<file path="src/rtl/sort_cmp_ctrl.sv">
// Purpose : sequential bubble sort of N words, one compare/swap per clock through a shared external comparator.
// Latency : done = C+1 cycles after the start edge, C = compare cycles (N-1 .. N*(N-1)/2).
// Backpressure: none; start is honoured only in IDLE, never queued.
//
// Ports:
//   clk, rst_n         clock, synchronous active-low reset
//   start, din         sort request and N unsorted words (word i at din[i*WIDTH +: WIDTH])
//   cmp_a/cmp_b        operands driven to the external comparator (zero outside CMP)
//   cmp_l/cmp_e/cmp_g  comparator result, sampled in the same cycle
//   busy, done, dout   sort in progress, one-cycle valid pulse, sorted words (held until next FIN)
//   swap_count         swaps performed in the last/current sort
//   cmp_err            sticky flag: comparator result was not one-hot during CMP
//
// Build option: define SORT_CMP_DESC_EN for descending order (swap on cmp_l instead of cmp_g).
module sort_cmp_ctrl #(
    parameter int WIDTH = 3,
    parameter int N     = 4,
    parameter int CNT_W = 5
) (
    input  logic                 clk,
    input  logic                 rst_n,
    input  logic                 start,
    input  logic [N*WIDTH-1:0]   din,
    output logic [WIDTH-1:0]     cmp_a,
    output logic [WIDTH-1:0]     cmp_b,
    input  logic                 cmp_l,
    input  logic                 cmp_e,
    input  logic                 cmp_g,
    output logic                 busy,
    output logic                 done,
    output logic [N*WIDTH-1:0]   dout,
    output logic [CNT_W-1:0]     swap_count,
    output logic                 cmp_err
);

    localparam int IDX_W = $clog2(N);
    localparam logic [IDX_W-1:0] LAST_PASS = IDX_W'(N - 2);

    typedef enum logic [1:0] {IDLE, CMP, FIN} state_t;

    state_t           state, state_nxt;
    logic [WIDTH-1:0] r [N];
    logic [IDX_W-1:0] idx, pass;
    logic             swapped;

    logic [WIDTH-1:0] a_w, b_w;
    logic             swap_c;
    logic             do_swap, pass_end, sort_end;

    assign a_w = r[idx];
    assign b_w = r[idx + IDX_W'(1)];

`ifdef SORT_CMP_DESC_EN
    assign swap_c = cmp_l;
`else
    assign swap_c = cmp_g;
`endif

    always_comb begin
        state_nxt = state;
        cmp_a     = '0;
        cmp_b     = '0;
        busy      = 1'b0;
        done      = 1'b0;
        do_swap   = 1'b0;
        pass_end  = 1'b0;
        sort_end  = 1'b0;
        case (state)
            IDLE: begin
                if (start) state_nxt = CMP;
            end
            CMP: begin
                busy     = 1'b1;
                cmp_a    = a_w;
                cmp_b    = b_w;
                do_swap  = swap_c;
                // Each pass leaves its largest element in place, so the pass shrinks by one.
                pass_end = (idx == LAST_PASS - pass);
                // Early exit: a pass without any swap (this cycle included) means sorted.
                sort_end = pass_end && (!(swapped || do_swap) || (pass == LAST_PASS));
                if (sort_end) state_nxt = FIN;
            end
            FIN: begin
                busy      = 1'b1;
                done      = 1'b1;
                state_nxt = IDLE;
            end
            default: state_nxt = IDLE;
        endcase
    end

    always_ff @(posedge clk) begin
        if (!rst_n) begin
            state      <= IDLE;
            idx        <= '0;
            pass       <= '0;
            swapped    <= 1'b0;
            swap_count <= '0;
            cmp_err    <= 1'b0;
            dout       <= '0;
            for (int i = 0; i < N; i++) r[i] <= '0;
        end else begin
            state <= state_nxt;
            case (state)
                IDLE: begin
                    if (start) begin
                        for (int i = 0; i < N; i++) r[i] <= din[i*WIDTH +: WIDTH];
                        swap_count <= '0;
                        idx        <= '0;
                        pass       <= '0;
                        swapped    <= 1'b0;
                    end
                end
                CMP: begin
                    if (!$onehot({cmp_l, cmp_e, cmp_g})) cmp_err <= 1'b1;
                    if (do_swap) begin
                        r[idx]              <= b_w;
                        r[idx + IDX_W'(1)]  <= a_w;
                        swapped             <= 1'b1;
                        if (swap_count != '1) swap_count <= swap_count + CNT_W'(1);
                    end
                    if (sort_end) begin
                        // Capture the final vector including this cycle's swap so dout
                        // is already valid while done is high in FIN.
                        for (int i = 0; i < N; i++) begin
                            if (do_swap && (IDX_W'(i) == idx))
                                dout[i*WIDTH +: WIDTH] <= b_w;
                            else if (do_swap && (IDX_W'(i) == idx + IDX_W'(1)))
                                dout[i*WIDTH +: WIDTH] <= a_w;
                            else
                                dout[i*WIDTH +: WIDTH] <= r[i];
                        end
                    end else if (pass_end) begin
                        pass    <= pass + IDX_W'(1);
                        idx     <= '0;
                        swapped <= 1'b0;
                    end else begin
                        idx <= idx + IDX_W'(1);
                    end
                end
                default: ;
            endcase
        end
    end

endmodule

</file>
<file path="config.mk">
export PLATFORM = sky130hd
export DESIGN_NAME = sort_cmp_ctrl
export DESIGN_NICKNAME = d
export VERILOG_FILES = /design/src/rtl/sort_cmp_ctrl.sv
export SDC_FILE = /design/constraint.sdc
export NUM_CORES = 1
export LEC_CHECK = 0
export CAP_MARGIN = 20
export CORE_ASPECT_RATIO = 1.2
export CORE_UTILIZATION = 35
export DETAILED_ROUTE_END_ITERATION = 12
export MAX_ROUTING_LAYER = met4
export PLACE_DENSITY_LB_ADDON = 0.25
export SYNTH_ARGS = -nofsm -noshare
export SYNTH_HDL_FRONTEND = slang
export SYNTH_SLANG_ARGS = --single-unit
</file>
<file path="constraint.sdc">
create_clock -name clk -period 5.1 [get_ports clk]
set_clock_uncertainty 0.05 [all_clocks]
set_input_delay 0.765 -clock clk [delete_from_list [all_inputs] [get_ports clk]]
set_output_delay 0.765 -clock clk [all_outputs]
set_load 0.1 [all_outputs]
</file>
-- After elaboration in Yosys (flattened, before gate mapping)
Memory sizes are Yosys's and may differ from the RTL's. A register that Yosys moved wholly into a read port is not among the register bits.
Index checks and enable logic that the tools add are counted.
- flip-flop bits (word level): 13
- bits in latches: 0
- bits in writable memories: 12
- bits in read-only memories: 0
- input port bits: 18
- output and inout bits: 26
- word-level logic and storage cells: 97
- memories kept: 1
- $add $sub $neg: 6
- multiply operators: 0
- divide/modulo/power cells: 0
- magnitude comparators: 0
- eq/ne operators: 12
- shift operators: 0
- mux-type cells: 47
- bitwise operators: 5
- reduce and logical (&&, ||, !) cells: 20
- memory list (name ; words ; width ; read ports ; clocked after memory_dff ; write ports ; RTL line ; RTL):
    r ; 4 ; 3 ; 6 ; 5 ; 4 ; 42 ; logic [WIDTH-1:0] r [N];
- operator list (cell ; number):
    3-bit 2-to-1 mux ; 8
    2-bit 2-to-1 mux ; 11
    1-bit 2-to-1 mux ; 20
    5-bit 2-to-1 mux ; 3
    2-bit != test (second input constant) ; 6
    2-bit case mux with 2 select lines ; 3
    5-bit case mux with 2 select lines ; 1
    2-bit AND reduction ; 4
    4-bit AND reduction ; 2
    3-bit OR reduction ; 2
    5-bit by 1-bit adder with 5-bit output (second input constant) ; 1
    1-bit logical NOT ; 5
    5-bit != test (second input constant) ; 1
    2-bit by 1-bit adder with 2-bit output (second input constant) ; 2
    2-bit by 1-bit equality test with 1-bit output (second input constant) ; 2
    2-bit equality test (second input constant) ; 2
    1-bit OR ; 4
    3-bit AND reduction ; 1
    1-bit by 1-bit adder with 2-bit output ; 1
    2-bit by 1-bit adder with 2-bit output ; 1
    2-bit equality test ; 1
    2-bit logical NOT ; 1
    1-bit logical OR ; 2
    1-bit case mux with 2 select lines ; 1
    other kinds (5) ; 5

-- Depth between registers and ports, before layout
Gate-level depths: netlist (run 1).
- depth after elaboration: 9
- mapped depth: 8
- depth with buffers taken out: 7

-- Worst setup path after synthesis (run 1)
OpenSTA, ideal clock, no wires.
- path kind: reg-to-output
- start point: reg idx[0]
- end point: out cmp_b[2]
- arrival: 1.915 ns
- data required time: 4.285 ns
- slack: 2.370 ns
- cell stages (with the launch flop): 6
- buffers on the path: 1
- cells stage by stage: dfxtp_1 buf_6 inv_1 ha_1 mux4_2 and2_1
- longest elaborated chain between the ends: 3
- ends and longest elaborated chain (item ; RTL line ; RTL):
    start, declared ; 43 ; logic [IDX_W-1:0] idx, pass;
    start signal, assigned ; 138 ; idx <= idx + IDX_W'(1);
    2-bit by 1-bit adder with 2-bit output ; 51 ; assign b_w = r[idx + IDX_W'(1)];
    memory read 4 x 3 bit ; -- ;
    3-bit 2-to-1 mux ; 68 ; case (state)
    end, declared ; 25 ; output logic [WIDTH-1:0] cmp_b,
No other way between the ends.

-- Worst setup path after layout (run 1)
- start point: reg idx[0]
- end point: out cmp_b[1]
Same word-level chain as after synthesis.

==> results of run 1 <==
[report_power, final]
part / leakage [nW] / switching [mW] / internal (mW)
Clock: 0.0412 / 0.113 / 0.0956
Sequential: 0.349 / 0.0558 / 0.378
Combinational: 0.604 / 0.403 / 0.175
[cells in the mapped netlist, drive strengths merged]
cell type,count,area (sq um)
nand3,6,30.0
xnor2,4,35.0
o21bai,1,7.51
or3,1,6.26
o21ai,21,105
a21bo,1,10.0
a21oi,22,114
nor2,12,45.0
ha,12,150
dfxtp,27,541
mux4,6,135
a211oi,4,30.0
clkbuf,9,67.6
inv,7,26.3
nand3b,1,7.51
o211a,1,10.0
buf,3,30.0
nand2,40,150
mux2i,5,50.1
fa,1,20.0
and4,5,45.0
o31a,1,8.76
a31oi,1,6.26
a22oi,9,67.6
nand2b,5,31.3
and2,9,62.6
nand4,4,25.0
and3,2,12.5
a311oi,2,17.5
edfxtp,12,360
[area by class of cell]
| cell class | instances | area [sq um] |
|---|---|---|
| inverters | 7 | 26.3 |
| clock inverters | 2 | 12.5 |
| fillers | 623 | 3320 |
| multi-input cells | 176 | 1180 |
| clock buffers | 6 | 72.6 |
| repair buffers | 44 | 438 |
| flip-flops and latches | 39 | 901 |
| well taps | 82 | 103 |
[path summary, 6_finish.rpt]
| check | from | end | slack (ns) | cells past startpoint |
|---|---|---|---|---|
| setup / recovery | idx[0] | cmp_b[1] | 1.27 | 5 |
| hold / removal | dout[9] | dout[9] | 0.41 | 2 |
| setup reg to reg | pass[0] | dout[0] | 2.84 | 6 |
| hold reg to reg | dout[9] | dout[9] | 0.41 | 2 |
[sequential cells by signal, summed over array words and instances (netlist names), named ones only]
name / flops
dout: 12
r: 12
pass: 2
idx: 2
state: 2
swap_count: 5
cmp_err: 1
swapped: 1
[worst reg2reg max path: cells and delay by family, from the launching register on]
| kind | cells | cell delay (ns) |
|---|---|---|
| xor gates and xnor gates | 1 | 0.22 |
| DFF | 1 | 0.37 |
| AOI/OAI and AO/OA | 1 | 0.45 |
| and+or+nand+nor | 2 | 0.66 |
| adders and majority gates | 1 | 0.32 |
| buffers and inverters | 1 | 0.07 |
[kinds of logic after synthesis]
group                    Yosys count  synth area share (%)
XOR/XNOR                           4                  1.59
adder cells (fa/ha/maj)           13                  7.71
AND/OR/NAND/NOR                   85                  18.8
flip-flops                        39                  40.8
buffers and inverters             19                  5.61
multiplexers                      11                  8.39
AO/OA/AOI/OAI                     63                  17.1
[layer usage]
layer | vias up | GRT usage [%]
li1 | 921 | -
met1 | 871 | 23.9
met2 | 57 | 31.8
met3 | 7 | 3.83
met4 | 0 | 5.49
met5 | - | -
==> impl_table.tex, run 1 <==
\begin{tabular}{lr}
\hline
Metric & Value \\
\hline
\multicolumn{2}{l}{\textbf{Detailed routing}} \\
WL per Instance & 15.9 um \\
Met2 wire len & 2870 um \\
Routed vias/inst & 5.21 \\
Post-route ant nets & 0 \\
Number of DRC violations after detailed routing & 0 \\
Top Layer Used & met4 \\
Aggregate routed wire length & 5640 um \\
Met3 layer wire length in the routed design & 256 um \\
Via count & 1856 \\
First-pass detailed-route iteration total & 4 \\
Number of DRC markers in iteration 0 & 161 \\
Sum of routed wire segments on met1 & 2440 um \\
\multicolumn{2}{l}{\textbf{Synthesis}} \\
Post-Synthesis Cells & 234 \\
Number of warnings printed during yosys synthesis & 0 \\
Yosys cell types & 37 \\
Post-synthesis net count & 265 \\
Syn avg cell area & 9.43 sq um \\
Part of the Yosys area used for sequential elements & 40.8\% \\
Area of the mapped netlist & 2210 sq um \\
Synthesized flop and latch total & 39 \\
\multicolumn{2}{l}{\textbf{Power}} \\
Standby leakage power & 0.994 nW \\
Largest voltage drop on the vdd net & 378 uV \\
Overall power consumption & 1.22 mW \\
Power density over the cells & 446 nW/um\^{}2 \\
\multicolumn{2}{l}{\textbf{Global routing}} \\
Number of global-route vias before repair & 1786 \\
Antenna violations before repair & 0 \\
Global-route wire length before repair & 9080 um \\
GRT Total Usage & 19.3\% \\
Pin count of the biggest net entering global routing & 26 \\
Final global-route overflow total & 0 \\
\multicolumn{2}{l}{\textbf{Outcome}} \\
Status & complete, no violations \\
\multicolumn{2}{l}{\textbf{Finish}} \\
Fraction of the core area covered by cells at the end of the flow & 45.2\% \\
Top library cells by usage in the layout, fill and taps aside & sky130\_fd\_sc\_hd\_\_clkdlybuf4s50\_1, sky130\_fd\_sc\_hd\_\_nand2\_1, sky130\_fd\_sc\_hd\_\_dfxtp\_1, sky130\_fd\_sc\_hd\_\_a21oi\_1, sky130\_fd\_sc\_hd\_\_o21ai\_0 \\
Commonest non-fill, non-tap cell in the layout & sky130\_fd\_sc\_hd\_\_clkdlybuf4s50\_1 \\
Number of standard cells in the layout, taps in and fillers out & 356 \\
Design Area, Final & 2740 sq um \\
Net count of the finished layout & 304 \\
Share of layout cells above drive strength 1 & 7.30\% \\
Area overhead of the layout relative to synthesis & 23.9\% \\
Number of diodes & 0 \\
\multicolumn{2}{l}{\textbf{Run}} \\
Max-capacitance violation count & 0 \\
\multicolumn{2}{l}{\textbf{Placed design}} \\
Post-placement setup slack & 1.59 ns \\
Number of cells after detailed placement & 348 \\
Count of input and output buffers & 43 \\
Estimated wirelength of the detail-placed design & 4250 um \\
Post-place instance area & 2650 sq um \\
Final estimated routing congestion in global placement & 0.910 \\
\multicolumn{2}{l}{\textbf{STA}} \\
Timing-limited maximum frequency & 0.261 GHz \\
Sum of negative setup slack & 0 ns \\
Hold violation count in the final report & 0 \\
Min Clock Period, post-route & 3.83 ns \\
Max Transition Viols Final & 0 \\
Post-route clock period utilization & 75.1\% \\
Worst Max-Slew Pin Slew & 0.973 ns \\
RSZ-0062 raised after global routing & false \\
Max\_slew headroom & 35.0\% \\
Number of endpoints failing setup at the final stage & 0 \\
Minimum setup slack in the final design & 1.27 ns \\
Worst hold slack across all endpoints & 0.407 ns \\
\multicolumn{2}{l}{\textbf{Clocking}} \\
Buffer levels on the longest clock path & 2 \\
Post-CTS Setup Bufs & 0 \\
Clock tree from TritonCTS & yes \\
CTS-repair resized insts & 0 \\
CTS hold repair buffers & 0 \\
Sinks on Clock Net & 39 \\
Clock latency on the worst-skew pair & 0.30 ns \\
Total CTS buffers & 5 \\
Clock-pin slew on the worst setup and hold paths & 0.08 ns \\
Clock tree root driver cell & sky130\_fd\_sc\_hd\_\_clkbuf\_8 \\
\# H-tree levels & 2 \\
\multicolumn{2}{l}{\textbf{Worst setup path}} \\
Crit path max fanout & 10 \\
Kind of cell adding the most delay to the critical path & buffers and inverters \\
Library cell contributing the largest single delay on the critical path & sky130\_fd\_sc\_hd\_\_clkdlybuf4s50\_1 \\
Cells along the critical path & inv\_1 > ha\_1 > mux4\_2 > and2\_1 > clkdlybuf4s50\_1 \\
Worst setup path class & flip-flop to output port \\
Buffering stage count on the worst path with inverters included & 2 \\
Worst Path Arrival & 3.01 ns \\
Startpoint type of the worst setup path & flip-flop \\
Max incr delay on CP & 1.13 ns \\
Critical Path End Type & output port \\
Worst Path Required & 4.28 ns \\
\multicolumn{2}{l}{\textbf{Floorplan}} \\
Die W & 74.5 um \\
Die Ht & 89.0 um \\
Die area & 6630 sq um \\
Initial standard-cell utilization of the core & 36.5\% \\
\# IOs & 44 \\
Core area & 6050 sq um \\
Std-Cell Rows & 31 \\
\multicolumn{2}{l}{\textbf{Hold path}} \\
Worst min-delay path category & flip-flop to flip-flop \\
\hline
\end{tabular}
(Power assumes the default switching activity.)
==> run 2: changes to the inputs <==
==> constraint.sdc (replaced) <==
create_clock -name clk -period 3.6 [get_ports clk]
set_clock_uncertainty 0.05 [all_clocks]
set_input_delay 0.54 -clock clk [delete_from_list [all_inputs] [get_ports clk]]
set_output_delay 0.54 -clock clk [all_outputs]
set_load 0.1 [all_outputs]
==> run 2 against run 1 <==
Against the previous run: sequential power increased by 38%; core utilization barely moved; wire length decreased by 4.7%; combinational power up 44%; setup slack got worse by 0.37 ns; clock-buffer cell count up 1; sequential share of layout area barely moved.
==> impl_table.tex, run 2 (synthesis results as in run 1) <==
\begin{tabular}{lr}
\hline
Metric & Value \\
\hline
\multicolumn{2}{l}{\textbf{Clocking}} \\
CTS-repair resized insts & 0 \\
CTS hold repair buffers & 0 \\
Clock tree root driver cell & sky130\_fd\_sc\_hd\_\_clkbuf\_8 \\
Post-CTS Setup Bufs & 0 \\
Buffer levels on the longest clock path & 2 \\
\# H-tree levels & 2 \\
Clock latency on the worst-skew pair & 0.29 ns \\
Sinks on Clock Net & 39 \\
Clock tree from TritonCTS & yes \\
Total CTS buffers & 5 \\
Clock-pin slew on the worst setup and hold paths & 0.08 ns \\
\multicolumn{2}{l}{\textbf{Finish}} \\
Total of fill cells in the finished design & 652 \\
Design Area, Final & 2730 sq um \\
Share of layout cells above drive strength 1 & 10.8\% \\
Seq. cell area & 901 sq um \\
Regs by FF count & dout: 12 flops, r: 12 flops, swap\_count: 5 flops \\
Top library cells by usage in the layout, fill and taps aside & sky130\_fd\_sc\_hd\_\_nand2\_1, sky130\_fd\_sc\_hd\_\_clkdlybuf4s50\_1, sky130\_fd\_sc\_hd\_\_dfxtp\_1, sky130\_fd\_sc\_hd\_\_a21oi\_1, sky130\_fd\_sc\_hd\_\_o21ai\_0 \\
Area overhead of the layout relative to synthesis & 23.9\% \\
Net count of the finished layout & 307 \\
Commonest non-fill, non-tap cell in the layout & sky130\_fd\_sc\_hd\_\_nand2\_1 \\
Area used by multi-input combinational logic & 1180 sq um \\
Number of diodes & 0 \\
\multicolumn{2}{l}{\textbf{Worst setup path}} \\
Cells along the critical path & buf\_4 > inv\_1 > ha\_1 > mux4\_2 > and2\_1 > buf\_4 \\
Critical Path End Type & output port \\
Max incr delay on CP & 0.42 ns \\
Crit path max fanout & 10 \\
Worst setup slack for register-to-register paths & 1.50 ns \\
Most frequent cell on the critical path & sky130\_fd\_sc\_hd\_\_buf\_4 \\
Startpoint type of the worst setup path & flip-flop \\
Worst setup path class & flip-flop to output port \\
Worst Path Required & 3.01 ns \\
Worst Path Arrival & 2.11 ns \\
Library cell contributing the largest single delay on the critical path & sky130\_fd\_sc\_hd\_\_mux4\_2 \\
\multicolumn{2}{l}{\textbf{Floorplan}} \\
Std-Cell Rows & 31 \\
Die W & 74.5 um \\
\# IOs & 44 \\
Die Ht & 89.0 um \\
Die area & 6630 sq um \\
Initial standard-cell utilization of the core & 36.5\% \\
Core area & 6050 sq um \\
\multicolumn{2}{l}{\textbf{STA}} \\
Sum of negative setup slack & 0 ns \\
Post-route clock period utilization & 75.1\% \\
Min Clock Period, post-route & 2.70 ns \\
Worst Max-Slew Pin Slew & 0.971 ns \\
Worst hold slack across all endpoints & 0.405 ns \\
Timing-limited maximum frequency & 0.370 GHz \\
RSZ-0062 raised after global routing & false \\
Number of endpoints failing setup at the final stage & 0 \\
Max Transition Viols Final & 0 \\
Hold violation count in the final report & 0 \\
Max\_slew headroom & 35.1\% \\
Minimum setup slack in the final design & 0.897 ns \\
\multicolumn{2}{l}{\textbf{Placed design}} \\
Count of input and output buffers & 43 \\
Post-placement setup slack & 1.09 ns \\
Estimated wirelength of the detail-placed design & 4030 um \\
Final estimated routing congestion in global placement & 0.863 \\
Post-place instance area & 2650 sq um \\
\multicolumn{2}{l}{\textbf{Power}} \\
Largest voltage drop on the vdd net & 338 uV \\
Switching power total & 804 uW \\
Logic pwr share & 48.3\% \\
Standby leakage power & 1.02 nW \\
Power density over the cells & 630 nW/um\^{}2 \\
Part of the total power dissipated in the clock network & 16.9\% \\
Switch share & 46.7\% \\
Sequential fraction of design power & 34.8\% \\
Internal power of the cells & 917 uW \\
\multicolumn{2}{l}{\textbf{Global routing}} \\
Pin count of the biggest net entering global routing & 26 \\
GRT Total Usage & 18.0\% \\
Final global-route overflow total & 0 \\
Number of global-route vias before repair & 1797 \\
Global-route wire length before repair & 8490 um \\
Antenna violations before repair & 0 \\
\multicolumn{2}{l}{\textbf{Run}} \\
Max-capacitance violation count & 0 \\
\multicolumn{2}{l}{\textbf{Detailed routing}} \\
Via count & 1896 \\
First-pass detailed-route iteration total & 4 \\
Routed vias/inst & 5.28 \\
Post-route ant nets & 0 \\
Number of DRC markers in iteration 0 & 145 \\
Number of DRC violations after detailed routing & 0 \\
Aggregate routed wire length & 5380 um \\
WL per Instance & 15.0 um \\
\multicolumn{2}{l}{\textbf{Outcome}} \\
Status & complete, no violations \\
\multicolumn{2}{l}{\textbf{Hold path}} \\
Worst min-delay path category & flip-flop to flip-flop \\
\hline
\end{tabular}
run 2: cell type report:
cell class	count	share of cell area, %
Clock buffer	7	2.79
Tap cell	82	3.75
Timing Repair Buffer	47	16.1
Clock inverter	1	0.183
Sequential cell	39	33.0
Inverter	7	0.961
Multi-Input combinational cell	176	43.2
run 2: worst max-delay path, delay by kind of cell, from the launching register on:
family        cells  cell delay (ns)
mux               1             0.42
flops             1             0.31
buf+inv           3             0.49
fa+ha+maj         1             0.38
simple gates      1             0.21
run 2: power groups by stage:
stage	Combinational (mW)	Sequential, mW	Clock (mW)
floorplan	0.565	0.684	0
global placement	0.829	0.607	0
detailed placement	0.831	0.609	0
finish	0.831	0.600	0.291
global route	0.892	0.608	0.309
CTS	0.835	0.600	0.297
run 2: final timing paths:
kind,startpoint,to,cells past startpoint
worst max register to register,idx[0],r[0][2],7
worst min register to register,dout[11],dout[11],2
worst min-delay path,dout[11],dout[11],2
worst max-delay path,idx[0],cmp_b[1],6
run 2: layer usage:
metal	part of all wire (%)	global-route usage (%)	vias up
met3	5.4	3.72	13
met5	0	-	-
li1	-	-	923
met4	2.4	9.09	0
met2	51	30.5	66
met1	41	19.9	894
run 2: per-stage QoR:
stage               util (%)  cells  power [mW]
floorplan                  -    234        1.25
global placement        43.8    351        1.44
detailed placement      43.8    351        1.44
CTS                     45.2    359        1.73
global route            45.2    359        1.81
finish                  45.2    359        1.72
==> run 3: changes to the inputs <==
==> constraint.sdc (replaced) <==
create_clock -name clk -period 2.8 [get_ports clk]
set_clock_uncertainty 0.05 [all_clocks]
set_input_delay 0.42 -clock clk [delete_from_list [all_inputs] [get_ports clk]]
set_output_delay 0.42 -clock clk [all_outputs]
set_load 0.1 [all_outputs]
==> run 3 against run 2 <==
Against the previous run: design area is 2.6% higher; combinational power is 37% higher; global-route usage is 0.95 points higher; flip-flop and latch count stayed put; final cell count is 0.56% higher; clock-buffer cell count is 2 lower; sequential share of layout area is 0.84 points lower; highest routed layer unchanged.
==> impl_table.tex, run 3 (synthesis results as in run 1) <==
\begin{tabular}{lr}
\hline
Metric & Value \\
\hline
\multicolumn{2}{l}{\textbf{STA}} \\
Max\_slew headroom & 61.5\% \\
Worst Max-Slew Pin Slew & 0.577 ns \\
Sum of negative setup slack & 0 ns \\
Max Transition Viols Final & 0 \\
Number of endpoints failing setup at the final stage & 0 \\
Timing-limited maximum frequency & 0.401 GHz \\
Min Clock Period, post-route & 2.49 ns \\
Post-route clock period utilization & 89.0\% \\
RSZ-0062 raised after global routing & false \\
Hold violation count in the final report & 0 \\
\multicolumn{2}{l}{\textbf{Clocking}} \\
Clock latency on the worst-skew pair & 0.29 ns \\
Post-CTS Setup Bufs & 0 \\
\# H-tree levels & 2 \\
Total CTS buffers & 5 \\
Clock tree root driver cell & sky130\_fd\_sc\_hd\_\_clkbuf\_8 \\
Clock-pin slew on the worst setup and hold paths & 0.08 ns \\
CTS hold repair buffers & 0 \\
Clock tree from TritonCTS & yes \\
Sinks on Clock Net & 39 \\
Buffer levels on the longest clock path & 2 \\
CTS-repair resized insts & 0 \\
\multicolumn{2}{l}{\textbf{Placed design}} \\
Final estimated routing congestion in global placement & 0.861 \\
Count of input and output buffers & 43 \\
Number of cells after detailed placement & 353 \\
Estimated wirelength of the detail-placed design & 4180 um \\
\multicolumn{2}{l}{\textbf{Worst setup path}} \\
Worst Path Required & 2.33 ns \\
Worst flop-to-flop path startpoint & state[1] \\
Worst flop-to-flop path endpoint & r[3][1] \\
Critical Path End Type & output port \\
Worst setup slack for register-to-register paths & 0.55 ns \\
Startpoint of the most critical setup path & idx[1] \\
Worst setup path class & flip-flop to output port \\
Worst Path Arrival & 2.02 ns \\
Termination of the worst setup path & cmp\_b[0] \\
Path depth of the worst reg2reg path & 6 \\
Crit path max fanout & 5 \\
Startpoint type of the worst setup path & flip-flop \\
\multicolumn{2}{l}{\textbf{Detailed routing}} \\
First-pass detailed-route iteration total & 4 \\
Aggregate routed wire length & 5520 um \\
Number of DRC markers in iteration 0 & 88 \\
Number of DRC violations after detailed routing & 0 \\
Via count & 1894 \\
Post-route ant nets & 0 \\
Routed vias/inst & 5.25 \\
WL per Instance & 15.3 um \\
\multicolumn{2}{l}{\textbf{Floorplan}} \\
Initial standard-cell utilization of the core & 36.5\% \\
Core area & 6050 sq um \\
Die W & 74.5 um \\
Std-Cell Rows & 31 \\
Die area & 6630 sq um \\
Die Ht & 89.0 um \\
\# IOs & 44 \\
\multicolumn{2}{l}{\textbf{Global routing}} \\
Antenna violations before repair & 0 \\
Number of global-route vias before repair & 1902 \\
Pin count of the biggest net entering global routing & 19 \\
Final global-route overflow total & 0 \\
GRT Total Usage & 19.0\% \\
Global-route wire length before repair & 9070 um \\
\multicolumn{2}{l}{\textbf{Outcome}} \\
Status & complete, no violations \\
\multicolumn{2}{l}{\textbf{Finish}} \\
Area overhead of the layout relative to synthesis & 27.1\% \\
Commonest non-fill, non-tap cell in the layout & sky130\_fd\_sc\_hd\_\_nand2\_1 \\
Top library cells by usage in the layout, fill and taps aside & sky130\_fd\_sc\_hd\_\_nand2\_1, sky130\_fd\_sc\_hd\_\_dfxtp\_1, sky130\_fd\_sc\_hd\_\_buf\_4, sky130\_fd\_sc\_hd\_\_a21oi\_1, sky130\_fd\_sc\_hd\_\_o21ai\_0 \\
Number of standard cells in the layout, taps in and fillers out & 361 \\
Number of diodes & 0 \\
Net count of the finished layout & 309 \\
Total of fill cells in the finished design & 616 \\
Share of layout cells above drive strength 1 & 18.3\% \\
Regs by FF count & dout: 12 flops, r: 12 flops, swap\_count: 5 flops \\
\multicolumn{2}{l}{\textbf{Power}} \\
Standby leakage power & 1.10 nW \\
Power density over the cells & 844 nW/um\^{}2 \\
Largest voltage drop on the vdd net & 737 uV \\
\multicolumn{2}{l}{\textbf{Hold path}} \\
Worst min-delay path category & flip-flop to flip-flop \\
\multicolumn{2}{l}{\textbf{Run}} \\
Max-capacitance violation count & 0 \\
\hline
\end{tabular}
## run 3: power by group
part           leakage [nW]  switching [mW]  total [mW]  internal [mW]
sequential            0.349          0.0811       0.770          0.689
combinational         0.698           0.774        1.14          0.363
clock                0.0556           0.198       0.459          0.261
total                  1.10            1.05        2.37           1.31
## run 3: how the worst min path moves through the flow
stage | start | endpoint | slack [ns] | depth (start not counted)
final | dout[7] | dout[7] | 0.41 | 2
after global routing | dout[6] | dout[6] | 0.44 | 2
after CTS | dout[7] | dout[7] | 0.41 | 2
after detailed placement | dout[7] | dout[7] | 0.40 | 2
after global placement | dout[9] | dout[9] | 0.40 | 2
after floorplan | pass[1] | pass[1] | 0.39 | 2
## run 3: layout make-up
class,count,area (sq um),share of cell area (%)
clock buffer,5,68.8,2.45
clock inverter,3,38.8,1.38
inverter,7,26.3,0.937
multi-input combinational,176,1180,42.1
sequential,39,901,32.1
tap,82,103,3.66
timing repair buffer,49,485,17.3
## run 3: critical path, cell delays in order, from the launching register on
cell and delay (ns):
sky130_fd_sc_hd__dfxtp_1 0.42, sky130_fd_sc_hd__inv_1 0.09, sky130_fd_sc_hd__ha_1 0.39, sky130_fd_sc_hd__mux4_2 0.42, sky130_fd_sc_hd__and2_2 0.25, sky130_fd_sc_hd__buf_12 0.16
## run 3: layer usage
| layer | global-route usage, % | vias to the layer above | wire length, um |
|---|---|---|---|
| met1 | 21.6 | 903 | 2350 |
| met5 | - | - | 0 |
| li1 | - | 930 | - |
| met4 | 7.89 | 0 | 93 |
| met3 | 4.06 | 10 | 258 |
| met2 | 32.0 | 51 | 2820 |
## run 3: stage by stage
stage / setup slack, ns / utilization (%) / area [sq um] / hold WS (ns) / total power, mW
after floorplan: 0.415 / - / 2210 / 0.392 / 1.61
after global placement: 0.526 / 44.6 / 2700 / 0.396 / 1.91
after detailed placement: 0.488 / 44.6 / 2700 / 0.403 / 1.92
after CTS: 0.303 / 46.4 / 2810 / 0.413 / 2.38
after global routing: 0.214 / 46.4 / 2810 / 0.438 / 2.48
final: 0.308 / 46.4 / 2810 / 0.408 / 2.37
